## config.mk

```make
export PLATFORM = sky130hd
export DESIGN_NAME = chi_deser
export DESIGN_NICKNAME = d
export VERILOG_FILES = /design/src/rtl/chi_pkg.sv /design/src/rtl/chi_min3.sv /design/src/rtl/chi_deser.sv
export SDC_FILE = /design/constraint.sdc
export NUM_CORES = 1
export LEC_CHECK = 0
export BUFFER_PORTS_ARGS = -buffer_cell sky130_fd_sc_hd__clkbuf_2
export CAP_MARGIN = 40
export CORE_ASPECT_RATIO = 2
export CORE_MARGIN = 3
export CORE_UTILIZATION = 35
export CTS_CLUSTER_DIAMETER = 150
export DETAILED_ROUTE_END_ITERATION = 7
export GPL_TIMING_DRIVEN = 0
export HOLD_SLACK_MARGIN = 0.15
export SLEW_MARGIN = 0
export SYNTH_ARGS = -nofsm -noshare
export SYNTH_HDL_FRONTEND = slang
export SYNTH_HIERARCHICAL = 1
export SYNTH_SLANG_ARGS = --single-unit
```

## constraint.sdc

```tcl
create_clock -name CLOCK -period 2.4 [get_ports CLOCK]
set_clock_uncertainty 0.1 [all_clocks]
set_input_delay 0 -clock CLOCK [delete_from_list [all_inputs] [get_ports CLOCK]]
set_output_delay 0 -clock CLOCK [all_outputs]
set_load 0.02 [all_outputs]
```

## src/rtl/chi_pkg.sv

```systemverilog
// Shared chi-path definitions: default word width, SEL coding and receive FSM states.
// The SEL coding is also consumed by the transmit-side chi mux.
package chi_pkg;

    localparam int PARAMETERBITS_DEFAULT = 14;

    localparam logic [1:0] SEL_CHI1 = 2'b00;
    localparam logic [1:0] SEL_CHI2 = 2'b01;
    localparam logic [1:0] SEL_CHI3 = 2'b10;

    typedef enum logic [1:0] {
        IDLE = 2'b00,
        GOT1 = 2'b01,
        GOT2 = 2'b10
    } chi_state_e;

endpackage

```

## src/rtl/chi_min3.sv

```systemverilog
// Three-input unsigned minimum with lowest-index tie-break; returns value and SEL index.
// Latency: combinational. Backpressure: none.
// Index coding follows SEL_CHI1/2/3, so 2'b11 is never produced.
module chi_min3
    import chi_pkg::*;
#(
    parameter int W = PARAMETERBITS_DEFAULT
) (
    input  logic [W-1:0] a,
    input  logic [W-1:0] b,
    input  logic [W-1:0] c,
    output logic [W-1:0] min_val,
    output logic [1:0]   min_idx
);

    // <= comparisons let the earlier operand win every tie
    always_comb begin
        min_val = c;
        min_idx = SEL_CHI3;
        if (a <= b && a <= c) begin
            min_val = a;
            min_idx = SEL_CHI1;
        end else if (b <= c) begin
            min_val = b;
            min_idx = SEL_CHI2;
        end
    end

endmodule

```

## src/rtl/chi_deser.sv

```systemverilog
// Rebuilds chi triples from a one-word-per-cycle stream and selects the minimum.
// Latency: result valid the cycle after the third word; FRAME_ERR/OVERFLOW pulse one cycle after the word.
// Backpressure: none to the sender; a completed triple is dropped (OVERFLOW) while the output slot is held.
module chi_deser
    import chi_pkg::*;
#(
    parameter int PARAMETERBITS = PARAMETERBITS_DEFAULT
) (
    input  logic                     CLOCK,
    input  logic                     RESET_N,
    input  logic [PARAMETERBITS-1:0] CHI,
    input  logic                     CHI_VALID,
    input  logic                     CHI_FIRST,
    output logic [PARAMETERBITS-1:0] CHI1,
    output logic [PARAMETERBITS-1:0] CHI2,
    output logic [PARAMETERBITS-1:0] CHI3,
    output logic [PARAMETERBITS-1:0] CHI_BEST,
    output logic [1:0]               SEL_BEST,
    output logic                     OUT_VALID,
    input  logic                     OUT_READY,
    output logic                     FRAME_ERR,
    output logic                     OVERFLOW
);

    chi_state_e               state_q, state_d;
    logic [PARAMETERBITS-1:0] s1_q, s1_d;
    logic [PARAMETERBITS-1:0] s2_q, s2_d;
    logic                     complete;
    logic                     ferr_d;
    logic                     slot_free;
    logic                     load;
    logic [PARAMETERBITS-1:0] best_val;
    logic [1:0]               best_idx;

    chi_min3 #(.W(PARAMETERBITS)) u_min3 (
        .a       (s1_q),
        .b       (s2_q),
        .c       (CHI),
        .min_val (best_val),
        .min_idx (best_idx)
    );

    always_comb begin
        state_d  = state_q;
        s1_d     = s1_q;
        s2_d     = s2_q;
        ferr_d   = 1'b0;
        complete = 1'b0;
        if (CHI_VALID) begin
            unique case (state_q)
                IDLE: begin
                    if (CHI_FIRST) begin
                        s1_d    = CHI;
                        state_d = GOT1;
                    end else begin
                        ferr_d  = 1'b1;
                    end
                end
                GOT1: begin
                    if (CHI_FIRST) begin
                        ferr_d  = 1'b1;
                        s1_d    = CHI;
                    end else begin
                        s2_d    = CHI;
                        state_d = GOT2;
                    end
                end
                GOT2: begin
                    if (CHI_FIRST) begin
                        ferr_d  = 1'b1;
                        s1_d    = CHI;
                        state_d = GOT1;
                    end else begin
                        complete = 1'b1;
                        state_d  = IDLE;
                    end
                end
                default: state_d = IDLE;
            endcase
        end
    end

    // A slot being consumed this cycle can be refilled in the same cycle
    assign slot_free = !OUT_VALID || OUT_READY;
    assign load      = complete && slot_free;

    always_ff @(posedge CLOCK or negedge RESET_N) begin
        if (!RESET_N) begin
            state_q   <= IDLE;
            s1_q      <= '0;
            s2_q      <= '0;
            CHI1      <= '0;
            CHI2      <= '0;
            CHI3      <= '0;
            CHI_BEST  <= '0;
            SEL_BEST  <= SEL_CHI1;
            OUT_VALID <= 1'b0;
            FRAME_ERR <= 1'b0;
            OVERFLOW  <= 1'b0;
        end else begin
            state_q   <= state_d;
            s1_q      <= s1_d;
            s2_q      <= s2_d;
            FRAME_ERR <= ferr_d;
            OVERFLOW  <= complete && !slot_free;
            if (load) begin
                CHI1      <= s1_q;
                CHI2      <= s2_q;
                CHI3      <= CHI;
                CHI_BEST  <= best_val;
                SEL_BEST  <= best_idx;
                OUT_VALID <= 1'b1;
            end else if (OUT_VALID && OUT_READY) begin
                OUT_VALID <= 1'b0;
            end
        end
    end

endmodule
```

==> impl_metrics.env <==
export IMPL_status="finished with violations"
export IMPL_violations="setup timing"
export IMPL_timing_final_hold_violations=0
export IMPL_multi_input_area_um2=2780
export IMPL_max_freq_mhz=374
export IMPL_routed_via_count=3509
export IMPL_synth_most_common_cell="dfrtp_1"
export IMPL_wl_per_cell_um=18.8
export IMPL_crit_type="flop to flop"
export IMPL_synth_top_cells_by_count="91 x dfrtp_1, 79 x mux2_2, 47 x ha_1, 33 x inv_1"
export IMPL_max_slew_margin_pct=57.4
export IMPL_initial_utilization_pct=36.1
export IMPL_wl_mm=13.4
export IMPL_seq_area_frac_synth_pct=46.5
export IMPL_ctsHtreeMaxLevel=3
export IMPL_synth_area_um2=4900
export IMPL_die_w_um=89.7
export IMPL_drv_cap=0
export IMPL_clkLatencyLatePin_ns=0.34
export IMPL_setup_viol=16
export IMPL_ys_types=35
export IMPL_grt_pass1_wl_mm=20.8
export IMPL_synth_area_leaders="dfrtp_1 46%, mux2_2 18%, ha_1 12%"
export IMPL_synth_top_area_cell="dfrtp_1"
export IMPL_top_layer_used="met4"
export IMPL_track_usage_pct=18.1
export IMPL_synth_top_cell_area_share_pct=46.5
export IMPL_routed_wl_met3_um=399
export IMPL_final_min_clock_period_ns=2.67
export IMPL_wl_met2_mm=8.20
export IMPL_gp_congestion=0.816
export IMPL_clk_path_buf_depth=2
export IMPL_dp_hpwl_mm=9.63
export IMPL_vias_per_cell=4.91
export IMPL_cp_slowest_cell="dfrtp_2"
export IMPL_n_fill_cell=1228
export IMPL_pre_cts_ws_ns=-0.653
export IMPL_clkSinkCount=91
export IMPL_layout_nets=590
export IMPL_firstDrtPassIters=4
export IMPL_die_area_um2=15500
export IMPL_tightest_slew_ns=0.639
export IMPL_p_total_mw=9.03
export IMPL_cpPeakStageDelay_ns=0.46
export IMPL_cp_common_cell="mux2_4"
export IMPL_synth_nets=450
export IMPL_fin_ws_ns=-0.274
export IMPL_clk_pin_slew_ns=0.06
export IMPL_hp_class="input pin to flop"
export IMPL_io_pins=80
export IMPL_fp_dieH_um=173
export IMPL_worstPathRequired_ns=2.53
export IMPL_grt_pass1_vias=3821
export IMPL_drcViolationCount=0
export IMPL_antenna_left=0
export IMPL_fin_util_pct=49.4
export IMPL_vdd_drop_max_uv=547
export IMPL_synth_seq_cells=91
export IMPL_fin_crit_sh_pct=111
export IMPL_synth_flop_cell="dfrtp_1"
export IMPL_coreArea_um2=13600
export IMPL_grt_overflow=0
export IMPL_drive_gt1_share_pct=51.3
export IMPL_fp_row_count=60
export IMPL_cts_root_buf="clkbuf_16"
export IMPL_grt_antenna_before_repair=0
export IMPL_start_kind="flop"
export IMPL_pwr_density_cell_nw_per_um2=1340
export IMPL_critPathArrivalTime_ns=2.80
export IMPL_numCtsBuffers=9
export IMPL_area_growth_pct=37.1
export IMPL_syn_inst=384
export IMPL_finalMaxSlewViolations=0
export IMPL_grt_start_max_net_pins=52
export IMPL_port_buffers=78
export IMPL_synth_edf_count=0
export IMPL_drt_iter0_markers=99
export IMPL_yosys_warnings=6
export IMPL_antenna_cells=0
export IMPL_synthArstFlopShare_pct=100
export IMPL_cts_tree="done"
export IMPL_rsz0062_at_grt="yes"
export IMPL_met1_length_mm=4.41
export IMPL_endpoint_kind="flop"
export IMPL_synth_area_per_cell_um2=12.8
export IMPL_p_leak_nw=3.21
export IMPL_cp_max_fo=5
export IMPL_regArea_um2=2280
export IMPL_path_cells="ha_4, a211oi_2, nor2_1, o31ai_1, o211ai_1, a22oi_2, buf_4, buf_8, mux2_4, mux2_4"
## power breakdown
group	leakage, nW	switching (mW)	internal (mW)
logic	1.97	2.39	2.52
clock network	0.128	0.585	0.802
registers	1.11	0.521	2.21
total	3.21	3.49	5.54
## layout by cell type, fill, tap and decap left out, types with 2 or more instances in the layout
cell,netlist,layout
nand4_1,4,4
nand2_1,14,12
ha_4,0,16
clkbuf_1,0,2
nor2b_1,3,2
nand2b_1,4,4
mux2i_1,17,15
a21o_1,2,2
inv_1,33,29
nand3_1,4,3
mux2_1,20,9
buf_12,1,3
o211ai_1,2,2
nor2_1,10,9
dlygate4sd3_1,0,20
nand3b_1,2,2
buf_4,3,24
nor3_2,0,2
clkbuf_16,0,9
mux2i_2,0,2
buf_6,4,8
o21ai_0,4,3
a21oi_1,20,16
mux2_2,79,62
dfrtp_1,91,86
a21oi_2,0,4
buf_2,3,3
mux2_4,0,28
nand2_4,0,2
buf_8,0,2
dfrtp_2,0,5
clkinvlp_4,0,3
ha_1,47,31
a211oi_2,0,2
clkbuf_2,0,77
inv_2,0,4
## flip-flops by register name, summed over array words and instances (netlist names)
signal,flops
CHI1,14
s1_q,14
CHI2,14
CHI3,14
OVERFLOW,1
CHI_BEST,14
FRAME_ERR,1
SEL_BEST,2
state_q,2
OUT_VALID,1
s2_q,14
## layer usage
layer  vias up  global-route usage (%)
met4         0                    7.52
met2        66                    35.2
met3        28                    3.00
met1      1778                    17.6
li1       1637                       -
met5         -                       0
## cell type report
| type | instances | share of cell area (%) |
|---|---|---|
| Buffer | 11 | 1.58 |
| Clock buffer | 11 | 3.46 |
| Clock inverter | 4 | 0.782 |
| Inverter | 33 | 1.84 |
| Multi-Input combinational cell | 249 | 41.4 |
| Sequential cell | 91 | 34.0 |
| Tap cell | 186 | 3.46 |
| Timing Repair Buffer | 129 | 13.4 |
## through the flow
step / std cells / TNS, ns / instance area (µm²) / hold slack [ns]
2_1_floorplan: 384 / -2.02 / 4950 / -0.396
4_1_cts: 713 / -2.61 / 6700 / 0.152
3_5_place_dp: 649 / -8.03 / 5610 / -0.0273
5_1_grt: 714 / -5.08 / 6720 / 0.197
6_report: 714 / -3.73 / 6720 / 0.160
3_3_place_gp: 648 / -7.81 / 5580 / 0.171
## worst paths after layout
check / depth (start not counted) / start / to / slack, ns
worst min register to register: 1 / CHI3[0]$_DFFE_PN0P_ / CHI3[0]$_DFFE_PN0P_ / 0.38
min in group asynchronous: 3 / RESET_N / CHI2[13]$_DFFE_PN0P_ / 0.59
worst max register to register: 10 / s1_q[3]$_DFFE_PN0P_ / CHI_BEST[12]$_DFFE_PN0P_ / -0.27
worst min-delay path: 5 / CHI[8] / CHI_BEST[8]$_DFFE_PN0P_ / 0.16
max in group asynchronous: 4 / RESET_N / s1_q[13]$_DFFE_PN0P_ / 0.56
worst max-delay path: 10 / s1_q[3]$_DFFE_PN0P_ / CHI_BEST[12]$_DFFE_PN0P_ / -0.27
## repair_timing
action | CTS | global route
gates cloned | 2 | 0
setup buffers | 27 | 2
endpoints found under the setup margin | 16 | 30
gates resized for setup | 70 | 8
hold endpoints to repair | 139 | 0
hold buffers | 21 | 0
pin swaps | 22 | 12
## critical path, delay by kind of cell, from the launching register on
family	cells	cell delay, ns
buf+inv	2	0.30
simple gates	1	0.07
fa+ha+maj	1	0.26
flops	1	0.46
compound gates	4	0.80
mux	2	0.56
## cell families (layout without fill, tap and decap cells)
logic type | after synthesis | after routing | synth area share [%]
mux | 116 | 116 | 26.2
buf+inv | 44 | 188 | 4.62
simple gates | 48 | 48 | 5.59
compound gates | 38 | 38 | 5.08
flops | 91 | 91 | 46.5
fa+ha+maj | 47 | 47 | 12.0
Note: power is estimated with default switching activity, not from simulation.
